===== src/rtl/tss_pkg.sv =====
// tss_pkg: shared TSS stream types, widths and the round-robin pick helper.
package tss_pkg;
  localparam int TSS_AXIS_WIDTH = 8;
  localparam int RR_MAX_SRC = 8;
  typedef enum logic {ARB_IDLE, ARB_LOCK} arb_state_t;
  // First set bit of req searching ptr, ptr+1, ... modulo n; result is one-hot.
  function automatic logic [RR_MAX_SRC-1:0] rr_pick(input logic [RR_MAX_SRC-1:0] req, input logic [2:0] ptr, input int n);
    int idx;
    rr_pick = '0;
    for (int k = RR_MAX_SRC - 1; k >= 0; k--) begin
      idx = (int'(ptr) + k) % n;
      if (k < n && req[idx[2:0]]) rr_pick = RR_MAX_SRC'(1) << idx;
    end
  endfunction
endpackage


===== src/rtl/tss_axis_arbiter_picker.sv =====
// tss_rr_picker: combinational round-robin priority encoder, one-hot plus index.
module tss_rr_picker
  import tss_pkg::*;
#(
  parameter int N_SRC = 2,
  localparam int PW = $clog2(N_SRC > 1 ? N_SRC : 2)
) (
  input  logic [N_SRC-1:0] req,
  input  logic [PW-1:0]    ptr,
  output logic [N_SRC-1:0] grant,
  output logic [PW-1:0]    grant_idx
);
  always_comb begin
    grant = N_SRC'(rr_pick(RR_MAX_SRC'(req), 3'(ptr), N_SRC));
    grant_idx = '0;
    for (int i = 0; i < N_SRC; i++) if (grant[i]) grant_idx = PW'(i);
  end
endmodule


===== src/rtl/tss_axis_arbiter.sv =====
// tss_axis_arbiter: packet-level round-robin merge of N_SRC TSS byte streams with stall watchdog.
module tss_axis_arbiter
  import tss_pkg::*;
#(
  parameter int N_SRC = 2,
  parameter int DATA_WIDTH = TSS_AXIS_WIDTH,
  parameter int STALL_TIMEOUT = 256,
  parameter int CNT_WIDTH = 16,
  localparam int SW = $clog2(N_SRC > 1 ? N_SRC : 2)
) (
  input  logic                        clk,
  input  logic                        arst,
  input  logic [N_SRC*DATA_WIDTH-1:0] s_tss_axis_tdata,
  input  logic [N_SRC-1:0]            s_tss_axis_tvalid,
  input  logic [N_SRC-1:0]            s_tss_axis_tlast,
  output logic [N_SRC-1:0]            s_tss_axis_tready,
  output logic [DATA_WIDTH-1:0]       m_tss_axis_tdata,
  output logic                        m_tss_axis_tvalid,
  output logic                        m_tss_axis_tlast,
  input  logic                        m_tss_axis_tready,
  output logic [N_SRC-1:0]            grant_o,
  output logic                        busy_o,
  output logic                        stall_err_o,
  output logic [SW-1:0]               stall_src_o,
  output logic [CNT_WIDTH-1:0]        pkt_cnt_o
);
  localparam int WW = $clog2(STALL_TIMEOUT);
  arb_state_t       state;
  logic [SW-1:0]    g, rr_ptr, pick_idx, g_next;
  logic [N_SRC-1:0] pick;
  logic [WW-1:0]    wd_cnt;
  logic             lock, src_valid, src_last;
  tss_rr_picker #(.N_SRC(N_SRC)) u_picker (
    .req       (s_tss_axis_tvalid),
    .ptr       (rr_ptr),
    .grant     (pick),
    .grant_idx (pick_idx)
  );
  always_comb begin
    lock = state == ARB_LOCK;
    src_valid = s_tss_axis_tvalid[g];
    src_last = s_tss_axis_tlast[g];
    m_tss_axis_tvalid = lock && src_valid;
    m_tss_axis_tlast = lock && src_last;
    m_tss_axis_tdata = lock ? s_tss_axis_tdata[g*DATA_WIDTH +: DATA_WIDTH] : '0;
    s_tss_axis_tready = lock ? N_SRC'(m_tss_axis_tready) << g : '0;
    g_next = (g == SW'(N_SRC - 1)) ? '0 : g + 1'b1;
    busy_o = lock;
  end
  always_ff @(posedge clk) begin
    if (arst) begin
      state <= ARB_IDLE;
      grant_o <= '0;
      g <= '0;
      rr_ptr <= '0;
      wd_cnt <= '0;
      pkt_cnt_o <= '0;
      stall_err_o <= 1'b0;
      stall_src_o <= '0;
    end else begin
      stall_err_o <= 1'b0;
      if (!lock) begin
        if (|s_tss_axis_tvalid) begin
          state <= ARB_LOCK;
          grant_o <= pick;
          g <= pick_idx;
          wd_cnt <= '0;
        end
      end else if (src_valid && m_tss_axis_tready && src_last) begin
        state <= ARB_IDLE;
        grant_o <= '0;
        rr_ptr <= g_next;
        pkt_cnt_o <= pkt_cnt_o + 1'b1;
      end else if (src_valid) begin
        wd_cnt <= '0;
      end else if (wd_cnt == WW'(STALL_TIMEOUT - 1)) begin
        // Revoke only happens with tvalid low, so the downstream never sees a beat vanish.
        state <= ARB_IDLE;
        grant_o <= '0;
        rr_ptr <= g_next;
        stall_err_o <= 1'b1;
        stall_src_o <= g;
      end else begin
        wd_cnt <= wd_cnt + 1'b1;
      end
    end
  end
endmodule


===== config.mk =====
export PLATFORM = sky130hd
export DESIGN_NAME = tss_axis_arbiter
export DESIGN_NICKNAME = d
export VERILOG_FILES = /design/src/rtl/tss_pkg.sv /design/src/rtl/tss_axis_arbiter_picker.sv /design/src/rtl/tss_axis_arbiter.sv
export SDC_FILE = /design/constraint.sdc
export NUM_CORES = 1
export LEC_CHECK = 0
export BUFFER_PORTS_ARGS = -buffer_cell sky130_fd_sc_hd__buf_2
export CORE_ASPECT_RATIO = 1.1
export CORE_MARGIN = 2
export CORE_UTILIZATION = 54
export DETAILED_ROUTE_END_ITERATION = 8
export GPL_ROUTABILITY_DRIVEN = 0
export PLACE_DENSITY = 0.84
export SYNTH_ARGS = -nofsm -noshare
export SYNTH_HDL_FRONTEND = slang
export SYNTH_SLANG_ARGS = --single-unit

===== constraint.sdc =====
create_clock -name clk -period 2.9 [get_ports clk]
set_input_delay 0.58 -clock clk [delete_from_list [all_inputs] [get_ports clk]]
set_output_delay 0.58 -clock clk [all_outputs]
set_load 0.02 [all_outputs]

==> metrics.txt, run 1 <==
Die Footprint 3680 um2; final core utilization 68.0%; TritonCTS buffer count 5; number of distinct standard cells referenced by the synthesized netlist 50; Sw Pwr 234 uW; top-area cell type share of the netlist area 35.8%; worst setup path class flop to output port; worst setup slack after layout about 440 ps; share of synthesized area occupied by flip-flops and latches 35.8%; met3 Usage GRT 6.37%; crit-path max FO 19; Tot Pwr 855 uW; clock slew at reported path FFs approximately 100 ps; total power per unit cell area ~410 nW/um2; number of synthesized flops with an enable pin 0; internal power consumption 620 uW; antenna diode count 0; floorplan die width just under 60 um; post-route worst hold slack roughly 500 ps; outcome finished, final reports clean; fraction of power consumed by the clock network 34.3%; number of cell instances on the worst register-to-register path 4; Placed Instance Area roughly 2000 um2; commonest cells after routing, fill and taps aside buf_2 (55), dfxtp_1 (31), nor2_1 (25); wire length per cell after detailed routing about 14 um; pin count of the biggest net entering global routing 23; via count of the first global-routing pass between 1500 and 2000; cell area after layout roughly 2100 um2; capture point of the worst reg-to-reg path pkt_cnt_o[15]; TritonCTS clock tree built; number of placed I/O pins 56; first-pass iteration count of the detailed router 4; share of final-layout standard cells stronger than drive strength 1 between 20% and 30%; highest-utilization routing layer at the global route stage met2; Crit. End Element output port; mean instance size in the synthesized netlist 8.58 um2; Slew @ Worst Pin roughly 770 ps; slew margin rel. 48.6%; first-pass GRT wire length between 6000 and 7000 um; maximum number of buffers from clock root to sink 2; via-per-instance ratio slightly above 6; NumNets Final 280; startpoint of the lowest-slack hold path wd_cnt[7]; later-pin clock latency in the skew report 330 ps; post-synthesis net count about 230; GR Layer Usage met2 37.2%; count of routing violations after the opening detailed-route iteration 59; end point of the most critical hold path wd_cnt[7]; Rows 21; vias post-DR ~1800; DRC violation count after routing 0; post-synthesis instance area around 1700 um2; remaining antenna violation count 0; class of the most critical hold timing path flop to flop; unrepaired setup endpoints after global routing no; Ys Warns 0; overall overflow remaining after global route 0; max-slew violation count 0; Routed Wire Length just over 4000 um; biggest area consumer among synthesized cells dfxtp_1; Max Freq slightly above 400 MHz; Std-Cell Core Area 3050 um2; fraction of met1 tracks used by global routing 30.4%; fraction of the cycle the final worst path needs 84.9%; fraction of power spent switching nets a little over a quarter; hold violation total from the final report 0; antenna violations before repair 0; data required time at the worst endpoint 2320 ps; count of non-filler cells in the finished layout 290; Period minus WS final 2460 ps; leading cell types by total area after synthesis dfxtp_1 (36%), mux2i_1 (5.8%), nor2_1 (5.4%); number of setup violations in the final report 0; placed cell count about 280; post-synthesis sequential element count 31; worst reg2reg setup slack 530 ps; Setup WS pre-CTS 603 ps; FILL cells 270; number of hold buffers added after CTS 0; chip height around 63 um; largest clock skew in the final design 4.75 ps; Critical R2R Launch g; maximum VDD drop 0.280 mV; critical path startpoint category flop; worst hold path stage count 1; primary flip-flop cell chosen by synthesis mapping dfxtp_1; number of buffers inserted to repair setup after CTS 0; global routing usage summed across all routing layers a little under a quarter; clock sink total 31; CTS root buf clkbuf_4; leakage power summed over all cells 0.869 nW; number of H-tree levels 2; Post-Synthesis Cells 202; area grow syn2layout 19.6%; fraction of power consumed by combinational cells between 10% and 20%; cts repair resizes 0; Flop pwr share 52.0%; Synth async-reset ratio 0%; Final TNS setup 0 ps; data arrival time of the critical path 1880 ps; placed wire-length estimate 2970 um; max-cap violations 0; input/output buffers between 50 and 60; starting density of the core 56.9%; commonest non-fill, non-tap cell in the layout buf_2
## routing by layer
layer,vias to the layer above,wire length [um],part of all wire (%)
met5,-,0,0
met4,0,55,1.4
met3,6,263,6.5
met2,57,1920,47
met1,820,1810,45
li1,868,-,-
## layout make-up
type / instances / area (um2) / area share, %
timing repair buffer: 56 / 283 / 13.6
multi-input combinational: 156 / 1040 / 50.2
sequential: 31 / 621 / 29.9
inverter: 5 / 18.8 / 0.905
tap: 34 / 42.5 / 2.05
clock buffer: 8 / 68.8 / 3.32
## power groups by stage
| stage | registers [mW] | logic (mW) | clock network, mW |
|---|---|---|---|
| 6_report | 0.444 | 0.117 | 0.294 |
| 5_1_grt | 0.446 | 0.129 | 0.317 |
| 4_1_cts | 0.444 | 0.118 | 0.296 |
| 3_5_place_dp | 0.454 | 0.117 | 0 |
| 3_3_place_gp | 0.454 | 0.115 | 0 |
| 2_1_floorplan | 0.450 | 0.0796 | 0 |
## state kept, by name, indices dropped and copies added (netlist names)
signal	cells
stall_err_o	1
wd_cnt	8
busy_o	1
grant_o	2
pkt_cnt_o	16
g	1
stall_src_o	1
rr_ptr	1
## critical path: stages, from the launching register on
cell     delay [ps]
dfxtp_1         840
mux2_4          400
and2_1          170
buf_2           150
## synth_stat cells (4+ instances only)
library cell	count
inv_1	4
and3_1	4
xnor2_1	4
o21ai_0	5
dfxtp_1	31
mux2i_1	10
nand3_1	12
a21oi_1	8
nand2_1	11
nor4_1	4
nor3_1	4
clkbuf_1	7
nor2_1	25
nand2b_1	4
a31oi_1	11
## logic make-up after synthesis
kind of cell	share of synthesized area [%]
and+or+nand+nor	26.9
adders and majority gates	1.44
DFF	35.8
buffers and inverters	4.19
muxes	8.59
AOI/OAI and AO/OA	20.6
xor gates and xnor gates	2.53
## how the worst max path moves through the flow
stage	to	slack (ps)	start	cells after the start
2_1_floorplan	m_tss_axis_tdata[0]	910	busy_o	4
3_3_place_gp	wd_cnt[1]	690	g	4
3_5_place_dp	pkt_cnt_o[15]	600	g	4
4_1_cts	m_tss_axis_tvalid	430	g	3
5_1_grt	m_tss_axis_tvalid	340	g	3
6_report	m_tss_axis_tvalid	440	g	3
Power figures use the tool's default switching activity.
==> inputs of run 2 (changes only) <==
- CORE_UTILIZATION: 54 -> 50
- PLACE_DENSITY: 0.84 -> 0.79
- clock period: 2.9 -> 2.35 ns (I/O delays scaled with it)
==> run 2 against run 1 <==
  * Sequential cell count stayed put
  * Critical endpoint is now m_tss_axis_tdata[0]
  * Clock power up 3%
  * Sequential share of layout area fell by 0.41 points
  * Critical path depth grew 1
  * Critical path type unchanged
  * Highest routed layer unchanged
==> metrics.txt, run 2 (synthesized netlist as in run 1, its figures left out) <==
NumNets Final 284 (was 280); later-pin clock latency in the skew report 340 ps (was 330 ps); register with the most flip-flops pkt_cnt_o (unchanged); max-slew violation count 0 (unchanged); area grow syn2layout 21.3% (was 19.6%); biggest cell delay along the critical path 460 ps (was 840 ps); DRC violation count after routing 0 (unchanged); starting density of the core 52.0% (was 56.9%); data arrival time of the critical path 1530 ps (was 1880 ps); max-cap violations 0 (unchanged); overall overflow remaining after global route 0 (unchanged); Final TNS setup 0 ps (unchanged); via-per-instance ratio 5.69 (was 6.04); hold violation total from the final report 0 (unchanged); count of routing violations after the opening detailed-route iteration 45 (was 59); Slew @ Worst Pin 688 ps (was 770 ps); number of flip-flops in the largest register 16 (unchanged); Period minus WS final between 2000 and 2500 ps; wire length per cell after detailed routing 13.0 um (was 14.0 um); first-pass iteration count of the detailed router 4 (unchanged); Sw Pwr 290 uW (was 234 uW); Die Footprint 3950 um2 (was 3680 um2); number of cell instances on the worst register-to-register path 5 (was 4); commonest non-fill, non-tap cell in the layout buf_2 (unchanged); placed cell count 300 (was 282); clock sink total 31 (unchanged); number of H-tree levels 2 (unchanged); count of non-filler cells in the finished layout 308 (was 290); worst setup path class flop to output port (unchanged); TritonCTS buffer count 5 (unchanged); leakage power summed over all cells 0.880 nW (was 0.869 nW); maximum number of buffers from clock root to sink 2 (unchanged); crit path max-delay cell type dfxtp_1 (unchanged); startpoint of the lowest-slack hold path arst (was wd_cnt[7]); TritonCTS clock tree built (unchanged); number of placed I/O pins 56 (unchanged); outcome finished, final reports clean (unchanged); global routing usage summed across all routing layers 22.6% (was 23.4%); Largest delay share family, worst path flip-flops (unchanged); WP buf/inv 2 (was 1); Rows 22 (was 21); Crit. End Element output port (unchanged); share of final-layout standard cells stronger than drive strength 1 29.6% (was 28.9%); largest clock skew in the final design 3.47 ps (was 4.75 ps); worst reg2reg setup slack 400 ps (was 530 ps); input/output buffers 55 (unchanged); chip height 65.7 um (was 63.4 um); pin count of the biggest net entering global routing 15 (was 23); class of the most critical hold timing path input port to flop (was flop to flop); fraction of power consumed by the clock network 30.2% (was 34.3%); vias post-DR 1751 (unchanged); remaining antenna violation count 0 (unchanged); via count of the first global-routing pass 1560 (was 1504); worst setup slack after layout 348 ps (was 437 ps); Setup WS pre-CTS 357 ps (was 603 ps); Routed Wire Length 4010 um (was 4050 um); critical path startpoint category flop (unchanged); internal power consumption 711 uW (was 620 uW); number of hold buffers added after CTS 0 (unchanged); number of buffers inserted to repair setup after CTS 0 (unchanged); fraction of the cycle the final worst path needs 85.2%; commonest cells after routing, fill and taps aside buf_2 (55), dfxtp_1 (31), nor2_1 (25) (unchanged); capture point of the worst reg-to-reg path wd_cnt[1] (was pkt_cnt_o[15]); floorplan die width 60.1 um (was 58.0 um); maximum VDD drop 0.246 mV (was 0.280 mV); data required time at the worst endpoint 1880 ps (was 2320 ps); final core utilization 63.1% (was 68.0%); placed wire-length estimate 3010 um (was 2970 um); fraction of power consumed by combinational cells 15.9% (was 13.7%); antenna diode count 0 (unchanged); total power per unit cell area 476 nW/um2 (was 412 nW/um2); unrepaired setup endpoints after global routing no (unchanged); Critical R2R Launch wd_cnt[1] (was g); number of setup violations in the final report 0 (unchanged); fraction of power spent switching nets 29.0% (was 27.4%); clock slew at reported path FFs 100 ps (about the same); CTS root buf clkbuf_4 (unchanged); Max Freq 499 MHz; Std-Cell Core Area 3330 um2 (was 3050 um2); Flop pwr share 53.9% (was 52.0%); worst hold path stage count 2 (was 1); crit-path max FO 13 (was 19); cts repair resizes 0 (unchanged); biggest regs pkt_cnt_o x16, wd_cnt x8, grant_o x2 (unchanged); antenna violations before repair 0 (unchanged); sequence of cells on the critical path buf_4 -> mux2i_1 -> nor2_1 -> buf_2 (was mux2_4 -> and2_1 -> buf_2); slew margin rel. 54.0% (was 48.6%); end point of the most critical hold path stall_src_o (was wd_cnt[7]); critical path depth in cells 4 (was 3); Tot Pwr 1.00 mW (was 855 uW); first-pass GRT wire length 6780 um (unchanged)
-- run 2: cell count changes in the layout (fill, tap and decap cells not counted), sizes merged --
cell    before  now
buf         56   60
clkinv       1    2
clkbuf       8    7
-- run 2: metrics by stage --
| step | area (um2) | hold WS, ps |
|---|---|---|
| floorplan | 1730 | 439 |
| global placement | 2050 | 453 |
| detailed placement | 2050 | 465 |
| CTS | 2100 | 429 |
| global route | 2100 | 438 |
| finish | 2100 | 430 |
-- run 2: worst max-delay path by stage --
stage / endpoint / start / slack [ps]
2_1_floorplan: m_tss_axis_tdata[0] / busy_o / 470
6_report: m_tss_axis_tdata[0] / g / 350
5_1_grt: m_tss_axis_tdata[6] / g / 270
3_5_place_dp: wd_cnt[1] / s_tss_axis_tvalid[0] / 360
4_1_cts: m_tss_axis_tdata[0] / g / 350
3_3_place_gp: wd_cnt[1] / s_tss_axis_tvalid[0] / 400
-- run 2: final cells by class --
cell class | instances | area [um2]
clock buffers | 7 | 45.0
clock inverters | 1 | 5.00
fillers | 301 | 1230
inverters | 5 | 18.8
multi-input cells | 156 | 1040
flip-flops and latches | 31 | 621
well taps | 48 | 60.1
repair buffers | 60 | 313
-- run 2: power by group through the flow --
stage / Clock [mW] / Combinational, mW / Sequential, mW
6_report: 0.302 / 0.159 / 0.540
5_1_grt: 0.330 / 0.174 / 0.541
4_1_cts: 0.307 / 0.159 / 0.540
3_5_place_dp: 0 / 0.159 / 0.552
3_3_place_gp: 0 / 0.157 / 0.551
2_1_floorplan: 0 / 0.0982 / 0.555
-- run 2: metal layers --
layer	wire length, um	track usage [%]	part of all wire [%]	vias to the layer above
li1	-	-	-	872
met1	1840	28.1	46	804
met2	1830	36.4	46	68
met3	277	5.71	6.9	7
met4	67	9.72	1.7	0
met5	0	0	0	-
==> inputs of run 3 (changes only) <==
- CORE_UTILIZATION: 50 -> 45
- PLACE_DENSITY: 0.79 -> 0.72
==> run 3 against run 2 <==
  * First-iteration DRC count rose by 58%
  * Final cell count rose by 0.97%
  * Critical path depth did not move
  * Sequential cell count did not move
  * Register-to-register slack got worse by 50 ps
  * Via count fell by 0.91%
  * Combinational power barely moved
  * Critical endpoint is now m_tss_axis_tdata[4]
  * Largest cell class unchanged
  * Largest power group unchanged
==> metrics.txt, run 3 (synthesized netlist as in run 1, its figures left out) <==
maximum number of buffers from clock root to sink 2 (unchanged); later-pin clock latency in the skew report 280 ps (was 340 ps); placed wire-length estimate 3180 um (was 3010 um); CTS root buf clkbuf_8 (was clkbuf_4); chip height 69.1 um (was 65.7 um); global routing usage summed across all routing layers 20.7% (was 22.6%); post-route worst hold slack 402 ps (was 430 ps); number of setup violations in the final report 0 (unchanged); Rows 23 (was 22); cts repair resizes 0 (unchanged); worst reg2reg setup slack 350 ps (was 400 ps); first-pass GRT wire length 7260 um (was 6780 um); worst setup path class flop to output port (unchanged); commonest cells after routing, fill and taps aside buf_2 (55), dfxtp_1 (31), nor2_1 (25) (unchanged); via count of the first global-routing pass 1576 (was 1560); outcome finished, final reports clean (unchanged); input/output buffers 55 (unchanged); NumNets Final 285 (was 284); vias post-DR 1735 (was 1751); register with the most flip-flops pkt_cnt_o (unchanged); unrepaired setup endpoints after global routing no (unchanged); area grow syn2layout 23.7% (was 21.3%); end point of the most critical hold path pkt_cnt_o[9] (was stall_src_o); fraction of power consumed by the clock network 36.5% (was 30.2%); number of hold buffers added after CTS 0 (unchanged); largest clock skew in the final design 3.96 ps (was 3.47 ps); clock slew at reported path FFs 60 ps (was 100 ps); Std-Cell Core Area 3650 um2 (was 3330 um2); Flop pwr share 49.1% (was 53.9%); max-slew violation count 0 (unchanged); data arrival time of the critical path 1560 ps (was 1530 ps); WP buf/inv 2 (unchanged); hold violation total from the final report 0 (unchanged); Final TNS setup 0 ps (unchanged); commonest non-fill, non-tap cell in the layout buf_2 (unchanged); antenna violations before repair 0 (unchanged); number of cell instances on the worst register-to-register path 4 (was 5); number of buffers inserted to repair setup after CTS 0 (unchanged); crit-path max FO 10 (was 13); biggest cell delay along the critical path 560 ps (was 460 ps); remaining antenna violation count 0 (unchanged); area of combinational cells with multiple inputs 1040 um2 (unchanged); starting density of the core 47.4% (was 52.0%); max-cap violations 0 (unchanged); leakage power summed over all cells 0.897 nW (was 0.880 nW); fraction of power spent switching nets 27.2% (was 29.0%); Die Footprint 4360 um2 (was 3950 um2); critical path startpoint category flop (unchanged); wire length per cell after detailed routing 13.8 um (was 13.0 um); FILL cells 354 (was 301); maximum VDD drop 0.326 mV (was 0.246 mV); Slew @ Worst Pin 684 ps (was 688 ps); Sw Pwr 300 uW (was 290 uW); count of non-filler cells in the finished layout 311 (was 308); Critical R2R Launch g (was wd_cnt[1]); class of the most critical hold timing path input port to flop (unchanged); via-per-instance ratio 5.58 (was 5.69); clock sink total 31 (unchanged); placed cell count 303 (was 300); slew margin rel. 54.3% (was 54.0%); Period minus WS final 2030 ps (was 2000 ps); number of H-tree levels 2 (unchanged); floorplan die width 63.2 um (was 60.1 um); sequence of cells on the critical path buf_4 -> mux2i_1 -> nor2_1 -> buf_2 (unchanged); biggest regs pkt_cnt_o x16, wd_cnt x8, grant_o x2 (unchanged); Tot Pwr 1.10 mW (was 1.00 mW); capture point of the worst reg-to-reg path wd_cnt[1] (unchanged); total power per unit cell area 514 nW/um2 (was 476 nW/um2); startpoint of the lowest-slack hold path arst (unchanged); sequential cell area 621 um2 (unchanged); Largest delay share family, worst path flip-flops (unchanged); share of final-layout standard cells stronger than drive strength 1 29.9% (was 29.6%); overall overflow remaining after global route 0 (unchanged); Routed Wire Length 4290 um (was 4010 um); data required time at the worst endpoint 1880 ps (about the same); number of placed I/O pins 56 (unchanged); DRC violation count after routing 0 (unchanged); crit path max-delay cell type dfxtp_1 (unchanged); TritonCTS clock tree built (unchanged); worst hold path stage count 2 (unchanged); first-pass iteration count of the detailed router 4 (unchanged); final core utilization 58.6% (was 63.1%); internal power consumption 803 uW (was 711 uW); antenna diode count 0 (unchanged); TritonCTS buffer count 5 (unchanged); count of routing violations after the opening detailed-route iteration 71 (was 45); fraction of power consumed by combinational cells 14.4% (was 15.9%); pin count of the biggest net entering global routing 20 (was 15); fraction of the cycle the final worst path needs 86.3% (was 85.2%); Crit. End Element output port (unchanged); number of flip-flops in the largest register 16 (unchanged); Max Freq 493 MHz (was 499 MHz)
-- run 3: cell count changes in the layout (fill, tap and decap cells not counted), sizes merged --
cell / previous run / this run
buf: 60 / 61
-- run 3: final cells by class --
type,count,area share (%)
clock buffer,7,3.56
clock inverter,1,0.234
inverter,5,0.876
multi-input combinational,156,48.5
sequential,31,29.0
tap,50,2.92
timing repair buffer,61,14.9
-- run 3: how the worst max path moves through the flow --
| stage | from | endpoint | depth (start not counted) |
|---|---|---|---|
| 5_1_grt | g | m_tss_axis_tdata[4] | 4 |
| 2_1_floorplan | busy_o | m_tss_axis_tdata[0] | 4 |
| 3_3_place_gp | s_tss_axis_tvalid[0] | wd_cnt[1] | 5 |
| 3_5_place_dp | s_tss_axis_tvalid[0] | wd_cnt[1] | 5 |
| 4_1_cts | g | m_tss_axis_tdata[4] | 4 |
| 6_report | g | m_tss_axis_tdata[4] | 4 |
-- run 3: metal layers --
metal,GRT usage (%),up-vias,part of all wire (%)
met2,32.9,59,48
li1,-,878,-
met3,4.57,5,6.2
met1,27.2,793,44
met4,8.40,0,1.6
met5,0,-,0
-- run 3: metrics by stage --
step / area [um2] / setup slack (ps)
floorplan: 1730 / 469
global placement: 2060 / 392
detailed placement: 2060 / 354
CTS: 2140 / 315
global route: 2140 / 189
finish: 2140 / 322
-- run 3: power groups by stage --
stage	Combinational, mW	Clock [mW]	Sequential, mW
global route	0.177	0.437	0.543
detailed placement	0.158	0	0.553
CTS	0.159	0.412	0.542
finish	0.159	0.402	0.542
global placement	0.156	0	0.553
floorplan	0.0982	0	0.555
